### src/rtl/id_ex_stage.sv
// ID/EX pipeline register feeding the ALU.
// Holds the decoded operands and control bits, and forwards operands from
// EX/MEM and MEM/WB on the way out. While stalled it re-captures the
// forwarded operands so that a producer retiring mid-stall is not lost.
module id_ex_stage #(
   parameter int DW = 32,
   parameter int RW = 5
) (
   input  logic          CLK,
   input  logic          RST,
   input  logic          id_valid,
   input  logic [DW-1:0] id_rdat1,
   input  logic [DW-1:0] id_rdat2,
   input  logic [DW-1:0] id_imm,
   input  logic          id_alusrc,
   input  logic [3:0]    id_aluop,
   input  logic [RW-1:0] id_rs,
   input  logic [RW-1:0] id_rt,
   input  logic [RW-1:0] id_wsel,
   input  logic          id_regwen,
   input  logic          stall,
   input  logic          flush,
   input  logic          exmem_regwen,
   input  logic [RW-1:0] exmem_wsel,
   input  logic [DW-1:0] exmem_result,
   input  logic          memwb_regwen,
   input  logic [RW-1:0] memwb_wsel,
   input  logic [DW-1:0] memwb_wdat,
   output logic [DW-1:0] PortA,
   output logic [DW-1:0] PortB,
   output logic [3:0]    ALUOP,
   output logic          ex_valid,
   output logic          ex_regwen,
   output logic [RW-1:0] ex_wsel,
   output logic [DW-1:0] ex_store_dat,
   output logic [1:0]    fwd_a_sel,
   output logic [1:0]    fwd_b_sel
);

   localparam logic [1:0] SEL_REG   = 2'd0;
   localparam logic [1:0] SEL_EXMEM = 2'd1;
   localparam logic [1:0] SEL_MEMWB = 2'd2;

   // registered stage contents
   logic          r_valid;
   logic [DW-1:0] r_rdat1;
   logic [DW-1:0] r_rdat2;
   logic [DW-1:0] r_imm;
   logic          r_alusrc;
   logic [3:0]    r_aluop;
   logic [RW-1:0] r_rs;
   logic [RW-1:0] r_rt;
   logic [RW-1:0] r_wsel;
   logic          r_regwen;

   logic [DW-1:0] fwd_a;
   logic [DW-1:0] fwd_b;

   // operand A source: EX/MEM beats MEM/WB, r0 is never forwarded
   always_comb begin
      fwd_a_sel = SEL_REG;
      fwd_a     = r_rdat1;
      if (exmem_regwen && (exmem_wsel == r_rs) && (r_rs != '0)) begin
         fwd_a_sel = SEL_EXMEM;
         fwd_a     = exmem_result;
      end else if (memwb_regwen && (memwb_wsel == r_rs) && (r_rs != '0)) begin
         fwd_a_sel = SEL_MEMWB;
         fwd_a     = memwb_wdat;
      end
   end

   // operand B source: same rule applied to rt
   always_comb begin
      fwd_b_sel = SEL_REG;
      fwd_b     = r_rdat2;
      if (exmem_regwen && (exmem_wsel == r_rt) && (r_rt != '0)) begin
         fwd_b_sel = SEL_EXMEM;
         fwd_b     = exmem_result;
      end else if (memwb_regwen && (memwb_wsel == r_rt) && (r_rt != '0)) begin
         fwd_b_sel = SEL_MEMWB;
         fwd_b     = memwb_wdat;
      end
   end

   // stage register: reset/flush -> bubble, stall -> hold control and
   // latch the forwarded operands, otherwise load from decode
   always_ff @(posedge CLK) begin
      if (RST || flush) begin
         r_valid  <= 1'b0;
         r_rdat1  <= '0;
         r_rdat2  <= '0;
         r_imm    <= '0;
         r_alusrc <= 1'b0;
         r_aluop  <= 4'h0;
         r_rs     <= '0;
         r_rt     <= '0;
         r_wsel   <= '0;
         r_regwen <= 1'b0;
      end else if (stall) begin
         r_rdat1 <= fwd_a;
         r_rdat2 <= fwd_b;
      end else begin
         r_valid  <= id_valid;
         r_rdat1  <= id_rdat1;
         r_rdat2  <= id_rdat2;
         r_imm    <= id_imm;
         r_alusrc <= id_alusrc;
         r_aluop  <= id_aluop;
         r_rs     <= id_rs;
         r_rt     <= id_rt;
         r_wsel   <= id_wsel;
         r_regwen <= id_regwen;
      end
   end

   assign PortA        = fwd_a;
   assign PortB        = r_alusrc ? r_imm : fwd_b;
   assign ex_store_dat = fwd_b;
   assign ALUOP        = r_aluop;
   assign ex_valid     = r_valid;
   assign ex_regwen    = r_regwen;
   assign ex_wsel      = r_wsel;

endmodule

### config.mk
export PLATFORM = sky130hd
export DESIGN_NAME = id_ex_stage
export DESIGN_NICKNAME = d
export VERILOG_FILES = /design/src/rtl/id_ex_stage.sv
export SDC_FILE = /design/constraint.sdc
export NUM_CORES = 1
export LEC_CHECK = 0
export CORE_ASPECT_RATIO = 2
export CORE_MARGIN = 5
export CORE_UTILIZATION = 47
export DETAILED_ROUTE_END_ITERATION = 6
export GPL_ROUTABILITY_DRIVEN = 0
export PLACE_DENSITY = 0.87
export RECOVER_POWER = 25
export SKIP_LAST_GASP = 1
export SYNTH_ARGS = -nofsm -noshare
export SYNTH_HDL_FRONTEND = slang
export SYNTH_SLANG_ARGS = --single-unit
### constraint.sdc
create_clock -name CLK -period 5.4 [get_ports CLK]
set_clock_uncertainty 0.2 [all_clocks]
set_input_delay 1.08 -clock CLK [delete_from_list [all_inputs] [get_ports CLK]]
set_output_delay 1.08 -clock CLK [all_outputs]
set_load 0.03 [all_outputs]
==> Word-level counts from Yosys, hierarchy flattened <==
Index checks and enable logic that the tools add are counted.
{ "totals": {"mem_bits_rw": 0, "register_bits": 118, "latchBits": 0, "out_inout_bits": 111, "n_memories": 0, "romBits": 0, "in_bits": 198, "elab_cells": 36} }
{ "op_classes": {"addsub": 0, "muxes": 11, "shifts": 0, "n_lt_le_gt_ge": 0, "n_reduce_logical": 11, "div": 0, "n_eq_ne": 4, "bitwise": 0, "mul": 0} }
{ "ops": {"columns": ["op", "count"], "rows": [
  ["2-to-1 mux 32 bit", 7],
  ["== test 5 bit", 4],
  ["nonzero test 5 bit", 2],
  ["logical AND 1 bit", 8],
  ["2-to-1 mux 2 bit", 4],
  ["logical OR 1 bit", 1]
]} }

==> Longest topological paths before layout <==
Gate-level depths: netlist (run 1).
{ "logic_depth": {"depth_word": 6, "ltp_mapped": 7, "ltp_nobuf": 6} }

==> Least setup slack after synthesis (run 1) <==
Ideal clock, no wire load.
{ "synth_path": {"path_kind": "input to output", "from": "input memwb_wsel[3]", "to": "output PortB[23]", "t_arrival_ps": 2781, "n_path_buf": 1, "required_time_ps": 4120, "setup_slack_ps": 1339, "stages": 6, "cell_sequence": "xor2_1 -> nor4_4 -> clkbuf_1 -> and3_4 -> a211oi_2 -> o31ai_2"} }
{ "synth_via": {"elab_chain_cells": 6} }
{ "synth_rtl": {"columns": ["element", "line_no", "text"], "rows": [
  ["from (decl)", "27", "input logic [RW-1:0] memwb_wsel,"],
  ["== test 5 bit", "79", "end else if (memwb_regwen && (memwb_wsel == r_rt) && (r_rt != '0)) begin"],
  ["logical AND 1 bit (2 in series)", "79", null],
  ["2-to-1 mux 32 bit", "79", null],
  ["2-to-1 mux 32 bit", "76", "if (exmem_regwen && (exmem_wsel == r_rt) && (r_rt != '0)) begin"],
  ["2-to-1 mux 32 bit", "117", "assign PortB = r_alusrc ? r_imm : fwd_b;"],
  ["to (decl)", "30", "output logic [DW-1:0] PortB,"]
]} }
No other way between the ends.

==> Worst setup path after layout (run 1) <==
{ "layout_path": {"from": "input memwb_wsel[3]", "to": "output PortB[4]"} }
The elaborated chain is that of the path after synthesis.

==> summary.txt, run 1 <==
total grt overflow: 0
Yosys top cell area share: 0.322
ratio of cells with drive above 1 in the final layout: 0.142
Tot GR Track Use: 0.297
required time of the critical path: 4.12 ns
flip-flop and latch area: 0.00237 mm²
Nets: 1291
area leader, netlist: dfxtp_1
post-CTS sizing: 0
Worst-Skew Late Latency: 0.42 ns
CTS tree: built
Final Critical Period: 5.17 ns
Slew @ Worst Pin: 3.51 ns
most area-consuming cells after synthesis: dfxtp_1 32%, mux2i_1 12%, nor2_1 7.9%, o221ai_1 7.6%, nand3b_1 6.5%
core area: 0.0154 mm²
total power: 2.69 mW
top_reg_cell synth: dfxtp_1
# setup viols final: 0
Worst IR Drop VDD: 0.195 mV
Avg Cell Area, Syn: 8.84 µm²
CP max FO: 19
largest net degree at the start of global routing: 108
I/O Buffers: 308
via count: 7854
Mapped Area: 0.00735 mm²
initial core utilization: 0.478
number of flops mapped to enable cells by yosys: 0
most common cell in the netlist: nor2_1
fin crit share: 0.958
area growth from synthesis to layout: 51.0%
hold_sp: ALUOP[0]
via density per instance: 6.00
final cell count without fillers: 1309
TritonCTS buffer count: 17
min-delay worst type: register to register
initial drt markers: 379
Longest Clk Path Bufs: 2
Max-cap violations: 1
DR top layer: met4
sequential element share of the synthesized area: 0.322
Yosys cell types: 33
full die area: 0.0184 mm²
Worst Setup Path Type: primary input to output port
DR WL met2: 14.6 mm
ys async rst share: 0
failing checks: max-capacitance violations, max-slew violations
DRC violations left: 0
Die X: 98.4 µm
Power Dens Cells: 242 mW/mm²
vias in the first global route: 8112
setup TNS: 0 ns
critical path data arrival time: 3.89 ns
Site Rows: 64
Worst Setup Start Kind: primary input
Die Y: 187 µm
syn_nets: 1029
Clock transition at path regs: 0.06 ns
Hold Buf Count CTS: 0
H-tree depth: 4
Avg WL per Cell: 21.5 µm
Sink Count: 118
Post-Syn Instances: 831
Final Max Slew Viols: 55
result of the run: finished with violations
post-synthesis register bit count: 118
wl on met1: 9.68 mm
CP startpoint: memwb_wsel[3]
DRT Pass-1 Iters: 5
worst reg2reg startpoint: r_rt[0]
unrepaired setup endpoints after global routing: false
Pleak: 4.04 nW
first-pass GRT wire length: 43.1 mm
HPWL Detailed: 19.6 mm
Post-synth top cells: 154 x nor2_1, 118 x dfxtp_1, 86 x mux2i_1
number of setup buffers added after CTS: 0
antenna viol nets, final: 0
Inst Count DP: 1272
CP Capture Type: output port
Peak Freq: 193 MHz
clk root buf: clkbuf_16
Routed Wire Length: 28.1 mm
Synth Warn #: 0
Multi-input gate area: 0.00455 mm²
Max-slew headroom: -1.34
top-level port count: 309
antenna violations before repair: 5
# fillers: 1145
Final Hold Fails: 0
wire length on met3: 1.94 mm
-- cells in the final DEF, fill, tap and decap left out, types with 6 or more instances in the layout --
| cell type | n |
|---|---|
| a211oi_2 | 30 |
| a21oi_1 | 64 |
| and3_4 | 30 |
| buf_4 | 19 |
| clkbuf_16 | 17 |
| clkdlybuf4s50_1 | 299 |
| dfxtp_1 | 117 |
| mux2i_1 | 86 |
| nand2_1 | 32 |
| nand3_1 | 32 |
| nand3b_1 | 64 |
| nor2_1 | 152 |
| o221ai_1 | 64 |
| o31ai_2 | 30 |
| xnor2_1 | 14 |
| xor2_1 | 6 |
-- cells by family (layout without fill, tap and decap cells) --
logic type	Yosys count	in the layout	synth area share
AO/OA/AOI/OAI	195	195	0.231
other	0	5	0
multiplexers	86	86	0.117
XOR/XNOR	20	20	0.0238
flip-flops	118	118	0.322
AND/OR/NAND/NOR	327	327	0.244
buffers and inverters	85	360	0.0627
-- metrics by stage --
| stage | util | hold slack, ns | area (µm²) | setup WS, ns |
|---|---|---|---|---|
| finish | 0.722 | 0.296 | 11100 | 0.227 |
| global route | 0.722 | 0.325 | 11100 | 0.119 |
| CTS | 0.721 | 0.301 | 11100 | 0.261 |
| detailed placement | 0.678 | 0.287 | 10400 | 0.282 |
| global placement | 0.678 | 0.274 | 10400 | 0.288 |
| floorplan | - | 0.264 | 7350 | 1.34 |
-- power by group --
part	total (mW)	switching (mW)	internal, mW
logic	0.506	0.241	0.265
registers	0.925	0.0242	0.900
clock network	1.26	0.436	0.821
total	2.69	0.701	1.99
-- cell type report --
type,instances,area share
clock buffer,21,0.0433
antenna,5,0.00113
multi-input combinational,628,0.410
timing repair buffer,326,0.293
sequential,118,0.213
clock inverter,11,0.0155
inverter,2,0.000677
tap,198,0.0223
-- per-layer routing --
layer  vias up  global-route usage
met5         -                   0
met4         0               0.205
met3       125              0.0631
met2       391               0.523
met1      3738               0.306
li1       3600                   -
-- worst paths after layout --
check               endpoint  slack [ns]  depth (start not counted)
setup / recovery    PortB[4]        0.23                          8
hold / removal      ALUOP[0]        0.30                          2
setup reg to reg  r_rdat2[4]        1.72                          6
hold reg to reg     ALUOP[0]        0.30                          2
-- sequential cells by signal, indices dropped and copies added (netlist names) --
name       flops
ALUOP          4
ex_regwen      1
ex_valid       1
ex_wsel        5
r_alusrc       1
r_imm         32
r_rdat1       32
r_rdat2       32
r_rs           5
r_rt           5
-- critical path, cell delays in order --
cell and delay, ns:
clkdlybuf4s50_1 0.46, xor2_1 0.19, nor4_4 0.48, buf_4 0.36, and3_4 0.25, a211oi_2 0.05, o31ai_2 0.26, clkdlybuf4s50_1 0.76
No activity file was read; power rests on OpenSTA's default activity.
==> run 2: changes to the inputs <==
--- a/config.mk
+++ b/config.mk
@@ -10,6 +10,7 @@
 export CORE_UTILIZATION = 47
 export DETAILED_ROUTE_END_ITERATION = 6
 export GPL_ROUTABILITY_DRIVEN = 0
+export MAX_ROUTING_LAYER = met4
 export PLACE_DENSITY = 0.87
 export RECOVER_POWER = 25
 export SKIP_LAST_GASP = 1
==> run 2 against run 1 <==
Net effect: the run still ends with max-capacitance violations, max-slew violations left; non-clock buffer count unchanged; worst hold slack about the same; via count increased by 0.42%; total power about the same; maximum frequency increased by 0.11%; combinational power about the same; critical path type unchanged; largest cell class unchanged; largest power group unchanged.
==> summary.txt, run 2 (same netlist as run 1, synthesis figures left out) <==
clk root buf: clkbuf_16
vias in the first global route: 8117
Util after Layout: 0.722
first-pass GRT wire length: 43.2 mm
commonest non-fill, non-tap cell in the layout: clkdlybuf4s50_1
top-level port count: 309
Pleak: 4.04 nW
I/O Buffers: 308
Int Power: 1.99 mW
antenna viol nets, final: 0
Worst Setup Path Type: primary input to output port
Worst Setup Start Kind: primary input
Worst R2R Setup Slack: 1.72 ns
Worst-Skew Late Latency: 0.42 ns
Inst Count DP: 1272
HPWL Detailed: 19.6 mm
CP max FO: 19
Die Y: 187 µm
total power: 2.69 mW
via density per instance: 6.03
number of setup buffers added after CTS: 0
Hold EP: ALUOP[0]
critical path data arrival time: 3.89 ns
Worst IR Drop VDD: 0.193 mV
Final Hold Fails: 0
r2r endpoint: r_rdat2[13]
initial core utilization: 0.478
Seq pwr share: 0.344
CTS tree: built
Largest regs: r_imm (32), r_rdat1 (32), r_rdat2 (32)
Worst path slowest cell: clkdlybuf4s50_1
result of the run: finished with violations
DRC violations left: 0
Hold Buf Count CTS: 0
Die X: 98.4 µm
most frequent cells in the layout: 299 x clkdlybuf4s50_1, 152 x nor2_1, 117 x dfxtp_1
Clock Power Share: 0.468
worst reg2reg startpoint: r_rt[0]
Longest Clk Path Bufs: 2
fin crit share: 0.957
area growth from synthesis to layout: 51.0%
P_sw: 702 µW
critical path's largest stage delay: 0.77 ns
min-delay worst type: register to register
Site Rows: 64
full die area: 0.0184 mm²
failing checks: max-capacitance violations, max-slew violations
largest net degree at the start of global routing: 108
initial drt markers: 434
worst reg2reg path depth: 6
Nets: 1291
antenna violations before repair: 5
Switching Share: 0.261
final cell count without fillers: 1309
via count: 7887
hold_sp: ALUOP[0]
# setup viols final: 0
Tot GR Track Use: 0.306
Routed Wire Length: 28.2 mm
Comb pwr share: 0.188
Final Max Slew Viols: 55
CP Cell Sequence: clkdlybuf4s50_1 > xor2_1 > nor4_4 > buf_4 > and3_4 > a211oi_2 > o31ai_2 > clkdlybuf4s50_1
required time of the critical path: 4.12 ns
hold slack final: 0.296 ns
dpl ws: 0.282 ns
post-CTS sizing: 0
H-tree depth: 4
Clock transition at path regs: 0.06 ns
Power Dens Cells: 242 mW/mm²
design area: 0.0111 mm²
Max-cap violations: 1
Buf/Inv on CP: 3
Sink Count: 118
Final Critical Period: 5.17 ns
ratio of cells with drive above 1 in the final layout: 0.142
Peak Freq: 194 MHz
Cells on Worst Hold Path: 2
DRT Pass-1 Iters: 5
Crit path max-delay family: buffers and inverters
TritonCTS buffer count: 17
Worst Setup Slack, final: 0.233 ns
most frequent CP cell: clkdlybuf4s50_1
area of placed instances: 0.0104 mm²
unrepaired setup endpoints after global routing: false
core area: 0.0154 mm²
Slew @ Worst Pin: 3.52 ns
CP Capture Type: output port
setup TNS: 0 ns
Avg WL per Cell: 21.6 µm
Max-slew headroom: -1.35
total grt overflow: 0
## run 2: cell type report
cell class,count,area (µm²)
fillers,1145,4280
multi-input cells,628,4550
clock buffers,21,480
flip-flops and latches,118,2370
diodes,5,12.5
repair buffers,326,3260
well taps,198,248
inverters,2,7.51
clock inverters,11,171
## run 2: worst max path at each step
stage	startpoint	endpoint	cells past startpoint
after floorplan	memwb_wsel[3]	PortB[23]	6
after global placement	exmem_wsel[0]	PortA[2]	7
after detailed placement	exmem_wsel[2]	PortA[2]	7
after CTS	memwb_wsel[3]	PortB[4]	8
after global routing	exmem_wsel[2]	PortA[2]	7
final	memwb_wsel[3]	PortB[4]	8
## run 2: tightest hold or removal path, cell delays in order (launching register included)
cell	delay (ns)
dfxtp_1	0.32
mux2i_1	0.07
nor2_1	0.07
## run 2: power groups by stage
stage               combinational [mW]  sequential [mW]  clock, mW
floorplan                        0.238            0.937          0
global placement                 0.494            0.940          0
detailed placement               0.501            0.942          0
CTS                              0.505            0.923       1.27
global route                     0.532            0.927       1.31
finish                           0.506            0.925       1.26
## run 2: metal layers
metal  share of wire  wire length, µm  track usage
met1            0.35             9920        0.313
met5               0                0            -
met4           0.065             1840        0.205
met2            0.52            14800        0.522
met3           0.061             1720       0.0564
==> run 3: changes to the inputs <==
--- a/config.mk
+++ b/config.mk
@@ -13,6 +13,7 @@
 export MAX_ROUTING_LAYER = met4
 export PLACE_DENSITY = 0.87
 export RECOVER_POWER = 25
+export REMOVE_ABC_BUFFERS = 1
 export SKIP_LAST_GASP = 1
 export SYNTH_ARGS = -nofsm -noshare
 export SYNTH_HDL_FRONTEND = slang
==> run 3 against run 2 <==
Net effect: the run still ends with max-capacitance violations, max-slew violations left; global-route usage shrank 0.73 points; sequential power about the same; register-to-register slack improved by 0.46 ns; worst hold slack got worse by 0.00074 ns; combinational power hardly changed; die area stayed put; final area is 0.69% lower; non-clock buffer count decreased by 3; largest power group unchanged; highest routed layer unchanged.
==> summary.txt, run 3 (same netlist as run 1, synthesis figures left out) <==
WP depth: 9
Hold Buf Count CTS: 0
Cells on Worst Hold Path: 2
most frequent CP cell: clkdlybuf4s50_1
first-pass GRT wire length: 42.5 mm
final cell count without fillers: 1308
Power Dens Cells: 231 mW/mm²
ratio of cells with drive above 1 in the final layout: 0.140
area of placed instances: 0.0104 mm²
Site Rows: 64
fin crit share: 0.947
Final Hold Fails: 0
Worst-Skew Late Latency: 0.42 ns
core area: 0.0154 mm²
vias in the first global route: 7812
unrepaired setup endpoints after global routing: false
Inst Count DP: 1269
H-tree depth: 4
CTS tree: built
antenna violations before repair: 8
area growth from synthesis to layout: 50.0%
top-level port count: 309
Max-slew headroom: -0.909
clk root buf: clkbuf_16
TritonCTS buffer count: 17
Peak Freq: 196 MHz
min-delay worst type: register to register
CP Capture Type: output port
via density per instance: 5.90
Crit path max-delay family: buffers and inverters
# fillers: 1183
failing checks: max-capacitance violations, max-slew violations
total grt overflow: 0
via count: 7719
Routed Wire Length: 27.6 mm
Longest Clk Path Bufs: 2
initial drt markers: 531
critical path's largest stage delay: 0.72 ns
full die area: 0.0184 mm²
Final Critical Period: 5.11 ns
Worst Setup Path Type: primary input to output port
largest net degree at the start of global routing: 84
Die Y: 187 µm
initial core utilization: 0.478
setup TNS: 0 ns
Max-cap violations: 1
Die X: 98.4 µm
commonest non-fill, non-tap cell in the layout: clkdlybuf4s50_1
DRT Pass-1 Iters: 5
Nets: 1288
CP max FO: 39
Tot GR Track Use: 0.299
Largest regs: r_imm (32), r_rdat1 (32), r_rdat2 (32)
Final Max Slew Viols: 55
# setup viols final: 0
CP Cell Sequence: clkdlybuf4s50_1 > xor2_1 > nor4_4 > buf_12 > nand2_4 > buf_4 > a211oi_2 > o31ai_2 > clkdlybuf4s50_1
Worst Setup Start Kind: primary input
Worst path slowest cell: clkdlybuf4s50_1
critical path data arrival time: 3.83 ns
design area: 0.0110 mm²
Pleak: 4.02 nW
I/O Buffers: 308
post-CTS sizing: 0
Buf/Inv on CP: 4
DRC violations left: 0
Worst IR Drop VDD: 0.229 mV
result of the run: finished with violations
HPWL Detailed: 19.2 mm
most frequent cells in the layout: 290 x clkdlybuf4s50_1, 152 x nor2_1, 117 x dfxtp_1
required time of the critical path: 4.12 ns
worst reg2reg path depth: 6
Avg WL per Cell: 21.1 µm
Slew @ Worst Pin: 2.86 ns
number of setup buffers added after CTS: 0
Clock transition at path regs: 0.06 ns
antenna viol nets, final: 0
Sink Count: 118
## run 3: cell count changes in the layout (fill, tap and decap cells not counted)
cell / delta
clkbuf_1: +1
clkbuf_8: -3
diode_2: +3
dlygate4sd3_1: +8
buf_12: +2
or2_2: +1
buf_4: -5
clkinv_2: +3
clkdlybuf4s50_1: -9
bufinv_16: -2
or2_0: -1
inv_4: +1
## run 3: layout make-up
cell class                      instances  area [µm²]  area share
Multi-Input combinational cell        628        4550       0.413
Sequential cell                       118        2370       0.215
Inverter                                2        7.51    0.000681
Tap cell                              198         248      0.0225
Timing Repair Buffer                  323        3250       0.295
Clock buffer                           18         439      0.0399
Clock inverter                         13         133      0.0120
Antenna cell                            8        20.0     0.00182
## run 3: stage by stage
stage	total power [mW]	hold slack [ns]	utilization	setup WS [ns]
2_1_floorplan	1.15	0.264	-	-0.875
3_3_place_gp	1.44	0.274	0.678	0.342
3_5_place_dp	1.44	0.286	0.678	0.311
4_1_cts	2.56	0.298	0.716	0.303
5_1_grt	2.63	0.326	0.717	0.137
6_report	2.55	0.295	0.717	0.288
## run 3: routing by layer
| layer | GRT usage | up-vias | wire, µm |
|---|---|---|---|
| li1 | - | 3602 | - |
| met3 | 0.0549 | 89 | 1630 |
| met1 | 0.322 | 3685 | 10100 |
| met5 | - | - | 0 |
| met4 | 0.183 | 0 | 1500 |
| met2 | 0.500 | 343 | 14400 |
## run 3: final timing paths
path	startpoint	to	slack, ns
setup reg to reg	r_rt[0]	r_rdat2[21]	2.18
hold / removal	ALUOP[2]	ALUOP[2]	0.30
hold reg to reg	ALUOP[2]	ALUOP[2]	0.30
setup / recovery	memwb_wsel[3]	PortB[14]	0.29
## run 3: report_power, final
group          switching [mW]  internal [mW]  leakage, nW  total (mW)
registers              0.0230          0.900        0.962       0.923
clock network           0.432          0.684        0.270        1.12
logic                   0.241          0.264         2.79       0.505
## run 3: worst reg2reg max path: stages, from the launching register on
cell and delay (ns):
dfxtp_1 0.35, or4_4 0.55, o211ai_1 0.19, or2_2 0.19, buf_12 0.32, nand3_2 0.78, o221ai_1 0.53
==> variant: new RTL, settings of run 2 <==
Change the parameter `RW` from 5 to 6.
--- a/src/rtl/id_ex_stage.sv
+++ b/src/rtl/id_ex_stage.sv
@@ -4,7 +4,7 @@
 // forwarded operands so that a producer retiring mid-stall is not lost.
 module id_ex_stage #(
    parameter int DW = 32,
-   parameter int RW = 5
+   parameter int RW = 6
 ) (
    input  logic          CLK,
    input  logic          RST,
Interface: changed (6 resized); port bits go from 309 to 315. No check against the original RTL was run, so the function may have changed too.
==> variant against run 2 <==
- the run ends with design-rule violations, max-capacitance violations, max-slew violations left
- largest cell class unchanged
- setup slack improved by 0.21 ns
- via count increased by 3.4%
- routed wire length increased by 0.71%
- synthesized area decreased by 2.2%
- clock power decreased by 6%
- final area decreased by 1.1%
- sequential cell count increased by 3
- count of clock-buffer cells in the layout decreased by 3
- power decreased by 1.5%
==> variant: results (changes against run 2) <==
metric;value;unit;change
fill_cells;1102;;-3.8%
drt_wl_total;28.4;mm;+0.71%
layout.nets;1352;;+4.7%
r2r-end;r_rdat2[11]$_SDFF_PP0_;;
via_count;8156;;+3.4%
grt_pass1_vias;8459;;+4.2%
leakage;4.12;nW;+2.0%
antenna_found_initial;0;;-5
grt_pass1_wl;44.5;mm;+3.1%
root_buffer;clkbuf_16;;
cap_viol_max_count;1;;unchanged
hold_depth;2;;unchanged
clock.fmax;0.202;GHz;+4.3%
synth.net_count;1087;;+5.6%
cp-endpoint;PortB[26];;
place_area;10400;um^2;-0.61%
irDropWorstVdd;0.230;mV;+19%
min_from;r_imm[4]$_SDFFE_PP0N_;;
status;finished, violations left;;
critPathLaunch;memwb_wsel[2];;
yosysUniqueCellTypes;30;;-9.1%
hold_ws;0.295;ns;-0.000499 ns
post-place-ws;0.450;ns;+0.169 ns
r2r_start;r_rt[2]$_SDFFE_PP0N_;;
drc;3;;+3
diodes;0;;-5
critPathArrivalTime;3.67;ns;-0.22 ns
synth-seq-area-share;33.7;%;+1.6 points
dp_hpwl;20.1;mm;+2.7%
synth-edff-count;0;;unchanged
port-buffer-count;314;;+1.9%
reg2reg_slack;1.94;ns;+0.22 ns
grt_max_degree;81;;-25%
drv_slew;35;;-36%
critPathMaxFanout;26;;+7
drive_above_1_share;12.8;%;-1.4 points
drtIter0Drc;532;;+23%
violations;design-rule violations, max-capacitance violations, max-slew violations;;
min_to;r_imm[4]$_SDFFE_PP0N_;;
dr.pass1.iters;7;;+2
grt_usage;31.8;%;+1.2 points
synthTopCellsByArea;dfxtp_1 34%, mux2i_1 12%, nor2_1 8.1%, o221ai_1 7.8%, nand3b_1 6.7%;;
cpPeakStageDelay;0.51;ns;-0.26 ns
-- variant: cell types whose count changed in the layout (fill, tap and decap cells not counted), sizes merged, moves of 3 or more --
cell,run 2,this run
or4,3,0
inv,2,36
clkinvlp,5,2
and3,32,1
nand3,34,37
buf,23,87
dfxtp,118,121
diode,5,0
mux2i,86,89
a31oi,0,32
xor2,6,9
clkdlybuf4s50,299,241
clkinv,2,7
and4,0,3
-- variant: worst min-delay path, delay by kind of cell, from the launching register on --
kind | cells | cell delay (ns)
DFF | 1 | 0.32
muxes | 1 | 0.07
and+or+nand+nor | 1 | 0.07
-- variant: where the power goes --
group	total (W)	switching, W	internal (W)
clock network	0.00118	0.000440	0.000740
logic	0.000528	0.000265	0.000263
registers	0.000941	0.0000173	0.000923
total	0.00265	0.000722	0.00193
-- variant: cell families after synthesis --
| kind of cell | share of synthesized area, % |
|---|---|
| buffers and inverters | 7.19 |
| multiplexers | 12.4 |
| AO/OA/AOI/OAI | 23.1 |
| flip-flops | 33.7 |
| AND/OR/NAND/NOR | 20.7 |
| XOR/XNOR | 2.92 |
-- variant: cell type report --
type	instances	area, um^2	area share, %
Multi-Input combinational cell	642	4290	39.1
Timing Repair Buffer	333	3280	29.8
Sequential cell	121	2420	22.1
Clock buffer	18	439	4.00
Tap cell	198	248	2.26
Clock inverter	14	173	1.57
Inverter	34	128	1.16
-- variant: routing by layer --
layer  GRT usage (%)  wire, um
met3            9.46      2900
met1            35.1     10800
met4            17.2      1330
met2            51.4     13500
met5               -         0
-- variant: through the flow --
stage               power (W)  instances  util, %
finish                0.00265       1360     72.5
global route          0.00274       1360     72.5
CTS                   0.00266       1360     72.5
detailed placement    0.00148       1328     68.5
global placement      0.00147       1328     68.5
floorplan             0.00120        884        -
